===== src/rtl/object_draw_scanner.sv =====
// object_draw_scanner
//   Walks every object slot. For each active slot it streams one pixel per
//   clock for a BLK_W x BLK_H block at (x_k, y_k) to the VGA plot port.
//   Pixels that fall off the screen still take their cycle but have plot=0.
//   The game control FSM starts a pass with start, watches busy, and waits
//   for the one-cycle done pulse. An erase pass is the same walk with colour 0.
//
// Ports
//   clk        system clock, rising edge
//   reset      synchronous, active-high
//   start      one-cycle request to begin a scan (only honoured in IDLE)
//   x_bus      packed x coordinates, slot k at [8k+7:8k]
//   y_bus      packed y coordinates, slot k at [7k+6:7k]
//   active     slot k is drawn only when active[k]=1
//   colour_in  colour for this pass
//   plot_x     pixel x to VGA
//   plot_y     pixel y to VGA
//   colour     pixel colour to VGA
//   plot       VGA write enable, at most one pixel per cycle
//   busy       high in every non-IDLE state
//   done       one-cycle pulse at the end of a scan
module object_draw_scanner #(
  parameter int NUM_OBJ = 10,
  parameter int BLK_W   = 8,
  parameter int BLK_H   = 8,
  parameter int SCR_W   = 160,
  parameter int SCR_H   = 120
) (
  input  logic                 clk,
  input  logic                 reset,
  input  logic                 start,
  input  logic [8*NUM_OBJ-1:0] x_bus,
  input  logic [7*NUM_OBJ-1:0] y_bus,
  input  logic [NUM_OBJ-1:0]   active,
  input  logic [2:0]           colour_in,
  output logic [7:0]           plot_x,
  output logic [6:0]           plot_y,
  output logic [2:0]           colour,
  output logic                 plot,
  output logic                 busy,
  output logic                 done
);

  localparam int SLOT_W = (NUM_OBJ > 1) ? $clog2(NUM_OBJ) : 1;
  localparam int DX_W   = (BLK_W > 1) ? $clog2(BLK_W) : 1;
  localparam int DY_W   = (BLK_H > 1) ? $clog2(BLK_H) : 1;

  localparam logic [SLOT_W-1:0] LAST_SLOT = SLOT_W'(NUM_OBJ - 1);
  localparam logic [DX_W-1:0]   LAST_DX   = DX_W'(BLK_W - 1);
  localparam logic [DY_W-1:0]   LAST_DY   = DY_W'(BLK_H - 1);

  typedef enum logic [1:0] {IDLE, SELECT, DRAW, DONE} state_t;

  state_t state, next_state;

  logic [SLOT_W-1:0] slot, next_slot;
  logic [DX_W-1:0]   dx, next_dx;
  logic [DY_W-1:0]   dy, next_dy;

  // Snapshot of the coordinate registers taken when a scan starts, so the
  // game logic may move objects while the pass is still drawing.
  logic [NUM_OBJ-1:0][7:0] x_snap;
  logic [NUM_OBJ-1:0][6:0] y_snap;
  logic [NUM_OBJ-1:0]      active_snap;
  logic [2:0]              colour_snap;
  logic                    snap_en;

  logic       last_slot;
  logic [8:0] sum_x;
  logic [7:0] sum_y;
  logic       pix_on;

  assign last_slot = (slot == LAST_SLOT);

  // Next-state logic. The pixel outputs are registered, so they are
  // computed from the *next* slot/dx/dy: the value shown during a DRAW
  // cycle belongs to that same cycle's pixel.
  always_comb begin
    next_state = state;
    next_slot  = slot;
    next_dx    = dx;
    next_dy    = dy;
    snap_en    = 1'b0;

    case (state)
      IDLE: begin
        if (start) begin
          snap_en    = 1'b1;
          next_slot  = '0;
          next_state = SELECT;
        end
      end

      SELECT: begin
        if (active_snap[slot]) begin
          next_dx    = '0;
          next_dy    = '0;
          next_state = DRAW;
        end else if (last_slot) begin
          next_state = DONE;
        end else begin
          next_slot = slot + SLOT_W'(1);
        end
      end

      DRAW: begin
        if (dx == LAST_DX) begin
          next_dx = '0;
          if (dy == LAST_DY) begin
            next_dy = '0;
            if (last_slot) begin
              next_state = DONE;
            end else begin
              next_slot  = slot + SLOT_W'(1);
              next_state = SELECT;
            end
          end else begin
            next_dy = dy + DY_W'(1);
          end
        end else begin
          next_dx = dx + DX_W'(1);
        end
      end

      DONE: next_state = IDLE;

      default: next_state = IDLE;
    endcase

    // Widened sums so that blocks hanging off the right/bottom edge are
    // detected before the value is truncated to the VGA port widths.
    sum_x  = {1'b0, x_snap[next_slot]} + 9'(next_dx);
    sum_y  = {1'b0, y_snap[next_slot]} + 8'(next_dy);
    pix_on = (next_state == DRAW) &&
             (int'(sum_x) < SCR_W) && (int'(sum_y) < SCR_H);
  end

  // State, counters, snapshot and registered outputs.
  always_ff @(posedge clk) begin
    if (reset) begin
      state       <= IDLE;
      slot        <= '0;
      dx          <= '0;
      dy          <= '0;
      x_snap      <= '0;
      y_snap      <= '0;
      active_snap <= '0;
      colour_snap <= '0;
      plot_x      <= '0;
      plot_y      <= '0;
      colour      <= '0;
      plot        <= 1'b0;
      busy        <= 1'b0;
      done        <= 1'b0;
    end else begin
      state <= next_state;
      slot  <= next_slot;
      dx    <= next_dx;
      dy    <= next_dy;

      if (snap_en) begin
        x_snap      <= x_bus;
        y_snap      <= y_bus;
        active_snap <= active;
        colour_snap <= colour_in;
      end

      plot <= pix_on;
      busy <= (next_state != IDLE);
      done <= (next_state == DONE);

      if (next_state == DRAW) begin
        plot_x <= sum_x[7:0];
        plot_y <= sum_y[6:0];
        colour <= colour_snap;
      end
    end
  end

endmodule


===== config.mk =====
export PLATFORM = sky130hd
export DESIGN_NAME = object_draw_scanner
export DESIGN_NICKNAME = d
export VERILOG_FILES = /design/src/rtl/object_draw_scanner.sv
export SDC_FILE = /design/constraint.sdc
export NUM_CORES = 1
export LEC_CHECK = 0
export CAP_MARGIN = 20
export CORE_MARGIN = 3
export CORE_UTILIZATION = 56
export DETAILED_ROUTE_END_ITERATION = 12
export PLACE_DENSITY_LB_ADDON = 0.1
export SYNTH_ARGS = -nofsm -noshare
export SYNTH_HDL_FRONTEND = slang
export SYNTH_SLANG_ARGS = --single-unit

===== constraint.sdc =====
create_clock -name clk -period 9.4 [get_ports clk]
set_input_delay 1.88 -clock clk [delete_from_list [all_inputs] [get_ports clk]]
set_output_delay 1.88 -clock clk [all_outputs]
set_load 0.005 [all_outputs]

## Word-level counts from Yosys, hierarchy flattened

Cells that the tools add are included.

| storage, ports and cells | value |
|---|---|
| register bits | 196 |
| output and inout bits | 21 |
| word-level logic and storage cells | 81 |

| operators by class | value |
|---|---|
| $add $sub $neg | 5 |
| magnitude comparators | 4 |
| eq/ne operators | 8 |
| muxes and demuxes | 28 |
| reductions and logical operators | 4 |

Operators with widths:

| cell | number |
|---|---|
| $bmux 8 s4 | 1 |
| $bmux 7 s4 | 1 |
| $mux 4 | 5 |
| $mux 3 | 5 |
| $mux 2 | 6 |
| $pmux 3 s2 | 2 |
| $pmux 4 s3 | 1 |
| $lt 4x5->1 const B | 2 |
| $add 8x3->9 | 1 |
| $lt 9x8->1 const B | 1 |
| $add 7x3->8 | 1 |
| $eq 2x2->1 const B | 4 |
| $lt 8x7->1 const B | 1 |
| $mux 8 | 1 |
| $pmux 2 s4 | 1 |
| $mux 7 | 1 |
| $add 3x1->3 const B | 2 |
| $eq 3x3->1 const B | 2 |
| $add 4x1->4 const B | 1 |
| $bmux 1 s4 | 1 |
| $eq 4x4->1 const B | 1 |
| $mux 1 | 3 |
| $eq 2x1->1 const B | 1 |
| $logic_and 1x1->1 | 2 |
| other kinds (2) | 2 |

## Longest topological paths before layout

Gate-level depths: netlist of run 1.

| depth | value |
|---|---|
| word-level depth | 11 |
| gate-level depth with buffers | 25 |

## Worst setup path after synthesis of run 1

OpenSTA, ideal clock, no wires.

| path | value |
|---|---|
| kind | input port to flip-flop |
| from | input port start |
| to | register plot |
| data arrival time | 5.574 ns |
| data required time | 9.282 ns |
| path slack | 3.708 ns |
| stages | 22 |
| buffers on the path | 5 |
| path through | nor2b_1 > a211o_1 > nand2_1 > o211a_1 > buf_6 > buf_6 > buf_2 > buf_2 > buf_1 > nand2_1 > a311oi_1 > o21ai_0 > o21ai_0 > ha_1 > inv_1 > fa_1 > inv_1 > a21oi_1 > a31oi_2 > or3b_1 > a31o_1 > o2111a_1 |

| on the way | value |
|---|---|
| longest elaborated chain between the ends | 8 |
| elaborated cells on any way between the ends | 15 |

RTL lines:

| what | line | source |
|---|---|---|
| start, declared | 31 | `input logic start,` |
| $mux 4 | 87 | `if (start) begin` |
| $pmux 4 s3 | 85 | `case (state)` |
| $bmux 8 s4 | 132 | `sum_x = {1'b0, x_snap[next_slot]} + 9'(next_dx);` |
| $mux 8 (not written as such) | 132 |  |
| $add 8x3->9 | 132 |  |
| $lt 9x8->1 | 135 | `(int'(sum_x) < SCR_W) && (int'(sum_y) < SCR_H);` |
| $logic_and 1x1->1 | 134 | `pix_on = (next_state == DRAW) &&` |
| $logic_and 1x1->1 (*) | 135 |  |
| end signal, assigned | 168 | `plot <= pix_on;` |
| end, declared | 39 | `output logic plot,` |

Mark *: on every way between the ends. The rest lies on a longest branch, timed or not. The select of a mux whose other input is x is not followed.
A chain may end at the register's enable or synchronous reset.

## Final worst setup path of run 1

Ends and elaborated chain as after synthesis.

==> results.yml, run 1 <==
status:
  status: "finished clean"
critical_path:
  slowest_stage: "o211a_1"
  cp.required_ns: 9.72
  worstPathArrival_ns: 7.20
  critPathTopFamily: "compound AO/OA/AOI/OAI gates"
  cpPeakStageDelay_ns: 0.77
  end_kind: "flip-flop"
  crit_top_cell: "inv_1"
  crit_buf_inv: 4
  crit_chain: "clkdlybuf4s50_1 > nor2b_1 > a211o_1 > nand2_1 > o211a_1 > buf_4 > nand3_1 > o21ai_0 > ha_1 > inv_1 > fa_1 > inv_1 > a21oi_1 > a31oi_2 > or3b_1 > a31o_1 > o2111a_1"
  startpoint_type: "input pin"
  crit_type: "input pin to flip-flop"
  critPathMaxFanout: 25
layout:
  multi_input_area_mm2: 0.00494
  fin_nets: 1513
  fill_cells: 1305
  seqCellArea_mm2: 0.00392
  stdcell_count: 1558
  layout-drive-gt1-share_pct: 5.51
  fin_util_pct: 73.2
  area_growth_pct: 26.8
  num_antenna_cells: 0
drt:
  drt_iter0_markers: 711
  post_drt_via_cell_ratio: 5.79
  drc: 0
  first_pass_iters: 9
  vias: 9024
  routed_wirelength_um: 26800
  drtAntennaViolNets: 0
  wl_per_cell_um: 17.2
clocking:
  h-tree-depth: 4
  post_cts_resized: 0
  cts_hold_buf: 0
  post_cts_buffers: 0
  cts_made_buffers: 17
  clockBufferDepth: 2
  cts_tree: "done"
  clockRootBuffer: "clkbuf_16"
  insertion_delay_ns: 0.43
  cts_sinks: 196
  clkTransAtPathRegs_ns: 0.07
hold_path:
  hold_path.class: "flip-flop to flip-flop"
global_routing:
  track_usage_pct: 28.8
  grt_pass1_wl_um: 41800
  grt_max_degree: 115
  antenna_found_initial: 0
  grt-ovfl-total: 0
  grt_pass1_vias: 8272
power_and_ir_drop:
  pwr-share-comb_pct: 24.8
  p_seq_share_pct: 43.0
  p_int_uw: 1480
  sw_frac_of_total_pct: 32.5
  power_frac_clock_pct: 32.2
  power-per-cell-area_mw_per_mm2: 187
  ir_drop_v: 0.000137
  switchingPower_uw: 714
  p_leak_uw: 0.00433
synthesis:
  synth_seq_cells: 196
  yosys-top-cells-count: "nand2_1 (408), dfxtp_1 (196), a21oi_1 (184), clkbuf_1 (74), o21ai_0 (31)"
  synth_top_cell_by_area: "dfxtp_1"
  syn_area_mm2: 0.00927
  synth.area.top_cells: "dfxtp_1 (42%), nand2_1 (17%), a21oi_1 (9.9%)"
  synth_top_area_share_pct: 42.3
  synth_edf_count: 0
  ys_async_sr_fraction_pct: 0
  syn_avg_cell_area_um2: 7.70
  synth_seq_area_share_pct: 42.3
  postSynthCellCount: 1205
  dominantRegCellSynth: "dfxtp_1"
  synth_fp_nets: 1389
  yosys_warnings: 0
  yosysMostFrequentCell: "nand2_1"
  synth.distinct_cells: 76
sta:
  worst_pin_slew_ns: 1.13
  finalHoldViolCount: 0
  finalSetupTns_ns: 0
  max_freq_ghz: 0.145
  setup_violations: 0
  finClkSkew_ns: 0.00847
  min_period_ns: 6.88
  finalCritPeriodShare_pct: 73.2
  relSlewSlack_pct: 24.9
  rsz0062_at_grt: "no"
  slew_viol_final: 0
  whs_ns: 0.455
placement:
  placedCellCount: 1524
  port_buffers: 186
  dp_hpwl_um: 18900
  routabilityCongestion: 0.941
floorplan:
  die_width_um: 135
  start_util_pct: 57.8
  ios: 187
  design.core.area_mm2: 0.0161
  die_area_mm2: 0.0181
  rows: 46
  fp.dieH_um: 135
job:
  cap_violations: 0
-- placed cells by master (no fill, tap or decap), types with 3 or more instances in the layout --
master and instances:
nand3_1 27, clkdlybuf4s50_1 185, a21oi_1 184, ha_1 16, and3_1 15, nor3_1 5, a31oi_1 5, xnor2_1 5
a211oi_1 4, mux2_2 7, a2111o_1 3, a311oi_1 17, nor2b_1 9, inv_1 14, a2111oi_0 7, a21o_1 9
o21ai_0 31, o221ai_1 3, and2_1 3, dfxtp_1 196, mux2i_1 23, clkbuf_16 17, o2111a_1 9, a211o_1 3
nand2b_1 6, nor2_1 29, buf_4 10, clkinv_8 3, clkinv_4 5, o211ai_1 4, nand2_1 407, o2111ai_1 6
a311o_1 3, inv_6 3
-- path summary, 6_finish.rpt --
check                         startpoint                     endpoint  slack (ns)  cells past startpoint
max                                start              plot$_SDFF_PP0_        2.52                     17
max reg2reg           slot[0]$_SDFF_PP0_              plot$_SDFF_PP0_        3.46                     16
min reg2reg  active_snap[6]$_SDFFE_PP0P_  active_snap[6]$_SDFFE_PP0P_        0.45                      2
min          active_snap[6]$_SDFFE_PP0P_  active_snap[6]$_SDFFE_PP0P_        0.45                      2
-- kinds of logic after synthesis --
family / synth area share, %
AND/OR/NAND/NOR: 23.3
AO/OA/AOI/OAI: 22.5
flip-flops: 42.3
buffers and inverters: 4.71
multiplexers: 4.10
adder cells (fa/ha/maj): 2.59
XOR/XNOR: 0.567
-- power groups by stage --
| stage | Sequential (uW) | Clock [uW] | Combinational [uW] |
|---|---|---|---|
| finish | 945 | 708 | 544 |
| global route | 951 | 748 | 594 |
| CTS | 944 | 714 | 529 |
| detailed placement | 962 | 0 | 527 |
| global placement | 961 | 0 | 519 |
| floorplan | 943 | 0 | 358 |
-- through the flow --
step           area, um^2  setup WS, ns  power (uW)
6_report            11800          2.52        2200
4_1_cts             11700          2.63        2190
3_5_place_dp        11100          2.24        1490
3_3_place_gp        11100          2.39        1480
2_1_floorplan        9270          3.71        1300
5_1_grt             11800          2.15        2290
-- state kept, by name (all words and copies together) (netlist names) --
| name | flops |
|---|---|
| x_snap | 80 |
| y_snap | 70 |
| active_snap | 10 |
| plot_x | 8 |
| plot_y | 7 |
| slot | 4 |
| colour | 3 |
| colour_snap | 3 |
| dx | 3 |
| dy | 3 |
| state | 2 |
| busy | 1 |
| done | 1 |
| plot | 1 |
-- worst register-to-register path: stages (launching register included) --
cell      delay [ns]
dfxtp_1         0.70
mux2_2          0.44
o22a_1          0.26
nand4_1         0.56
o211a_1         0.78
buf_4           0.42
nand3_1         0.48
o21ai_0         0.42
ha_1            0.24
inv_1           0.06
fa_1            0.40
inv_1           0.07
a21oi_1         0.09
a31oi_2         0.20
or3b_1          0.37
a31o_1          0.22
o2111a_1        0.13
-- metal layers --
layer	share of wire [%]	vias up	track usage [%]
met4	1.9	0	7.58
met5	0	-	0
met3	7.1	44	4.73
li1	-	4395	-
met1	43	4201	39.0
met2	48	384	48.3
-- area by class of cell --
cell class	instances	share of cell area, %
Clock buffer	19	3.77
Sequential cell	196	33.4
Tap cell	216	2.30
Inverter	14	0.447
Multi-Input combinational cell	902	42.0
Clock inverter	13	1.20
Timing Repair Buffer	198	16.9
No activity file was read; power rests on OpenSTA's default activity.
==> run 2, diff against run 1 <==
--- a/config.mk
+++ b/config.mk
@@ -7,7 +7,7 @@
 export LEC_CHECK = 0
 export CAP_MARGIN = 20
 export CORE_MARGIN = 3
-export CORE_UTILIZATION = 56
+export CORE_UTILIZATION = 47
 export DETAILED_ROUTE_END_ITERATION = 12
 export PLACE_DENSITY_LB_ADDON = 0.1
 export SYNTH_ARGS = -nofsm -noshare
==> constraint.sdc (replaced) <==
create_clock -name clk -period 5.55 [get_ports clk]
set_input_delay 1.11 -clock clk [delete_from_list [all_inputs] [get_ports clk]]
set_output_delay 1.11 -clock clk [all_outputs]
set_load 0.005 [all_outputs]
==> results.yml, run 2 (same netlist as run 1, synthesis figures left out) <==
status:
  status: "finished clean"
drt:
  top_layer: "met4"
  routed_wirelength_um: 28100
  drt_iter0_markers: 785
  wl_met2_um: 13100
  drc: 0
  wl_per_cell_um: 17.4
  drtAntennaViolNets: 0
  first_pass_iters: 6
  vias: 9039
  post_drt_via_cell_ratio: 5.58
  wl_met3_um: 1920
  wl_met1_um: 12500
sta:
  worst_pin_slew_ns: 1.02
  min_period_ns: 5.10
  relSlewSlack_pct: 31.8
  slew_viol_final: 0
  rsz0062_at_grt: "no"
  max_freq_ghz: 0.196
  finalSetupTns_ns: 0
  setup_violations: 0
  whs_ns: 0.453
  finalCritPeriodShare_pct: 91.9
  finClkSkew_ns: 0.0127
  finalHoldViolCount: 0
power_and_ir_drop:
  power-per-cell-area_mw_per_mm2: 317
  sw_frac_of_total_pct: 32.8
  p_leak_uw: 0.00442
  switchingPower_uw: 1240
  p_total_uw: 3790
  p_seq_share_pct: 42.4
  ir_drop_v: 0.000207
  p_int_uw: 2550
  power_frac_clock_pct: 32.8
  pwr-share-comb_pct: 24.8
clocking:
  h-tree-depth: 4
  clockRootBuffer: "clkbuf_16"
  clockBufferDepth: 2
  cts_made_buffers: 17
  cts_hold_buf: 0
  post_cts_resized: 0
  insertion_delay_ns: 0.44
  cts_tree: "done"
  cts_sinks: 196
  post_cts_buffers: 0
  clkTransAtPathRegs_ns: 0.08
placement:
  place_area_mm2: 0.0113
  port_buffers: 186
  routabilityCongestion: 0.955
  dp_hpwl_um: 20600
hold_path:
  hold_path.class: "flip-flop to flip-flop"
  hold_path_depth: 2
  hold_path_end: "active_snap[6]$_SDFFE_PP0P_"
  hold_path_startpoint: "active_snap[6]$_SDFFE_PP0P_"
layout:
  num_antenna_cells: 0
  top_register: "x_snap"
  largest_register_ffs: 80
  fin_nets: 1530
  final_common_cell: "nand2_1"
  finalInstanceArea_mm2: 0.0120
  area_growth_pct: 28.9
  largestRegisters: "x_snap: 80 flops, y_snap: 70 flops, active_snap: 10 flops"
  layout-drive-gt1-share_pct: 6.84
  fin_util_pct: 62.8
  final_cell_mix: "nand2_1 (407), dfxtp_1 (196), clkdlybuf4s50_1 (185), a21oi_1 (184), o21ai_0 (31)"
floorplan:
  design.core.area_mm2: 0.0190
  die_width_um: 146
  rows: 50
  ios: 187
  fp.dieH_um: 146
  die_area_mm2: 0.0215
  start_util_pct: 48.8
global_routing:
  antenna_found_initial: 0
  grt_max_degree: 116
  grt_pass1_vias: 8332
  grt_pass1_wl_um: 44200
  track_usage_pct: 25.7
  grt-ovfl-total: 0
critical_path:
  crit_type: "flip-flop to flip-flop"
  slowest_stage: "a2111o_1"
  cpPeakStageDelay_ns: 0.72
  reg2reg_depth: 19
  end_kind: "flip-flop"
  path_depth: 19
  cp.required_ns: 5.83
  startpoint_type: "flip-flop"
  reg2reg_setup_slack_ns: 0.45
  critPathTopFamily: "compound AO/OA/AOI/OAI gates"
  crit_chain: "inv_1 > ha_1 > nand3_1 > a2111o_1 > o211ai_4 > buf_4 > buf_4 > nand2_1 > and3_1 > a311oi_1 > o21ai_0 > o21ai_0 > ha_1 > a21o_1 > a21oi_1 > a31oi_1 > a21o_1 > nand3_1 > a21oi_1"
  r2r_end: "plot_x[5]$_SDFFE_PP0P_"
  worstPathArrival_ns: 5.38
  r2r_start: "state[0]$_SDFF_PP0_"
  crit_buf_inv: 3
  critPathMaxFanout: 17
job:
  cap_violations: 0
[run 2: metrics by stage]
step	setup slack, ns	instances
finish	0.449	1619
global route	0.134	1619
floorplan	0.628	1205
detailed placement	0.0973	1587
CTS	0.523	1619
global placement	0.191	1587
[run 2: layer usage]
layer / up-vias / global-route usage [%]
met5: - / 0
met4: 0 / 7.20
met3: 35 / 4.75
met2: 326 / 40.8
met1: 4230 / 36.0
li1: 4448 / -
[run 2: tightest hold or removal path, cell delays in order, from the launching register on]
cell and delay, ns:
dfxtp_1 0.31, nand2_1 0.05, a21oi_1 0.05
[run 2: power groups by stage]
stage               Clock [uW]  Sequential, uW  Combinational, uW
detailed placement           0            1640                932
global route              1320            1610               1040
CTS                       1260            1600                937
global placement             0            1640                923
floorplan                    0            1600                606
finish                    1240            1610                941
[run 2: how the worst max path moves through the flow]
stage	slack (ns)	startpoint	to
global route	0.13	state[0]$_SDFF_PP0_	plot_x[5]$_SDFFE_PP0P_
floorplan	0.63	start	plot$_SDFF_PP0_
CTS	0.52	start	plot$_SDFF_PP0_
detailed placement	0.1	start	plot$_SDFF_PP0_
finish	0.45	state[0]$_SDFF_PP0_	plot_x[5]$_SDFFE_PP0P_
global placement	0.19	start	plot$_SDFF_PP0_
[run 2: layout make-up]
type	instances	area, um^2
multi-input combinational	902	4940
clock inverter	13	154
fill	1797	7070
sequential	196	3920
tap	260	325
inverter	14	52.6
timing repair buffer	215	2110
clock buffer	19	453
==> run 3, diff against run 2 <==
--- a/config.mk
+++ b/config.mk
@@ -6,6 +6,7 @@
 export NUM_CORES = 1
 export LEC_CHECK = 0
 export CAP_MARGIN = 20
+export CORE_ASPECT_RATIO = 2
 export CORE_MARGIN = 3
 export CORE_UTILIZATION = 47
 export DETAILED_ROUTE_END_ITERATION = 12
==> results.yml, run 3 (same netlist as run 1, synthesis figures left out) <==
critical_path:
  cp.required_ns: 5.94
  critPathMaxFanout: 7
  crit_type: "input pin to flip-flop"
  startpoint_type: "input pin"
  end_kind: "flip-flop"
  worstPathArrival_ns: 5.38
clocking:
  clockRootBuffer: "clkbuf_16"
  post_cts_buffers: 0
  cts_hold_buf: 0
  insertion_delay_ns: 0.44
  cts_made_buffers: 17
  cts_sinks: 196
  clockBufferDepth: 2
  post_cts_resized: 0
  clkTransAtPathRegs_ns: 0.08
  cts_tree: "done"
  h-tree-depth: 4
placement:
  dp_hpwl_um: 23100
  port_buffers: 186
  routabilityCongestion: 0.933
  dp_slack_ns: 0.182
  placedCellCount: 1587
global_routing:
  grt_pass1_vias: 8653
  grt_max_degree: 89
  grt-ovfl-total: 0
  grt_pass1_wl_um: 47300
  grt_use_met3_pct: 3.47
  met1_usage_pct: 30.1
  antenna_found_initial: 0
  met2_usage_pct: 54.1
  top_usage_layer: "met2"
  track_usage_pct: 28.2
drt:
  wl_per_cell_um: 18.8
  post_drt_via_cell_ratio: 5.57
  drc: 2
  routed_wirelength_um: 30500
  first_pass_iters: 10
  vias: 9024
  drt_iter0_markers: 549
  drtAntennaViolNets: 0
sta:
  min_period_ns: 5.00
  finalHoldViolCount: 0
  finClkSkew_ns: 0.0122
  relSlewSlack_pct: 45.2
  finalSetupTns_ns: 0
  slew_viol_final: 0
  max_freq_ghz: 0.200
  setup_violations: 0
  rsz0062_at_grt: "no"
  finalCritPeriodShare_pct: 90.0
  setup_ws_ns: 0.554
  worst_pin_slew_ns: 0.821
power_and_ir_drop:
  p_total_uw: 3860
  power-per-cell-area_mw_per_mm2: 322
  p_leak_uw: 0.00443
  ir_drop_v: 0.000166
layout:
  final_cell_mix: "nand2_1 (407), dfxtp_1 (196), clkdlybuf4s50_1 (185), a21oi_1 (184), o21ai_0 (31)"
  stdcell_count: 1619
  fin_nets: 1531
  layout-drive-gt1-share_pct: 6.84
  largest_register_ffs: 80
  largestRegisters: "x_snap: 80 flops, y_snap: 70 flops, active_snap: 10 flops"
  final_common_cell: "nand2_1"
  top_register: "x_snap"
  num_antenna_cells: 0
  fin_util_pct: 61.9
  area_growth_pct: 29.2
floorplan:
  start_util_pct: 47.9
  ios: 187
  design.core.area_mm2: 0.0194
  rows: 72
  die_width_um: 105
  die_area_mm2: 0.0216
  fp.dieH_um: 205
hold_path:
  hold_path.class: "flip-flop to flip-flop"
status:
  failed_checks: "DRC"
  status: "finished, violations left"
job:
  cap_violations: 0
run 3: cell count changes in the layout (fill, tap and decap cells not counted), moves of 2 or more:
cell | previous run | this run
inv_6 | 4 | 6
clkbuf_8 | 2 | 0
inv_8 | 4 | 2
bufinv_16 | 0 | 2
run 3: worst paths after layout:
path	startpoint	end	slack [ns]	cells after the start
hold reg to reg	y_snap[46]$_SDFFE_PP0P_	y_snap[46]$_SDFFE_PP0P_	0.45	2
hold / removal	y_snap[46]$_SDFFE_PP0P_	y_snap[46]$_SDFFE_PP0P_	0.45	2
setup reg to reg	slot[0]$_SDFF_PP0_	plot$_SDFF_PP0_	0.59	20
setup / recovery	start	plot$_SDFF_PP0_	0.55	17
run 3: where the power goes:
part | switching, uW | internal [uW] | total (uW)
Clock | 613 | 695 | 1310
Sequential | 91.3 | 1520 | 1610
Combinational | 549 | 392 | 941
Total | 1250 | 2610 | 3860
run 3: critical path, cell delays in order:
cell,delay [ns]
clkdlybuf4s50_1,0.54
nor2b_1,0.11
a211o_1,0.33
and2_1,0.20
a221o_1,0.31
nor2_2,0.34
and3_1,0.22
a311oi_1,0.04
o21ai_0,0.27
o21ai_0,0.14
ha_1,0.23
fa_1,0.41
a21oi_1,0.20
a31oi_1,0.10
or4_1,0.48
mux2i_1,0.16
o2111a_1,0.18
run 3: cell type report:
cell class              instances  area [um^2]
clock buffers                  17          425
clock inverters                15          208
fillers                      1775         7380
inverters                      14         52.6
multi-input cells             902         4940
flip-flops and latches        196         3920
well taps                     259          324
repair buffers                216         2110
run 3: stage by stage:
| step | area, um^2 | hold slack [ns] |
|---|---|---|
| floorplan | 9270 | 0.432 |
| global placement | 11400 | 0.441 |
| detailed placement | 11400 | 0.446 |
| CTS | 12000 | 0.457 |
| global route | 12000 | 0.469 |
| finish | 12000 | 0.455 |
run 3: layer usage:
| metal | part of all wire [%] | routed length [um] | vias up |
|---|---|---|---|
| met5 | 0 | 0 | - |
| met4 | 4.1 | 1240 | 0 |
| met3 | 4.0 | 1210 | 62 |
| met2 | 56 | 17000 | 284 |
| met1 | 36 | 11100 | 4235 |
| li1 | - | - | 4443 |
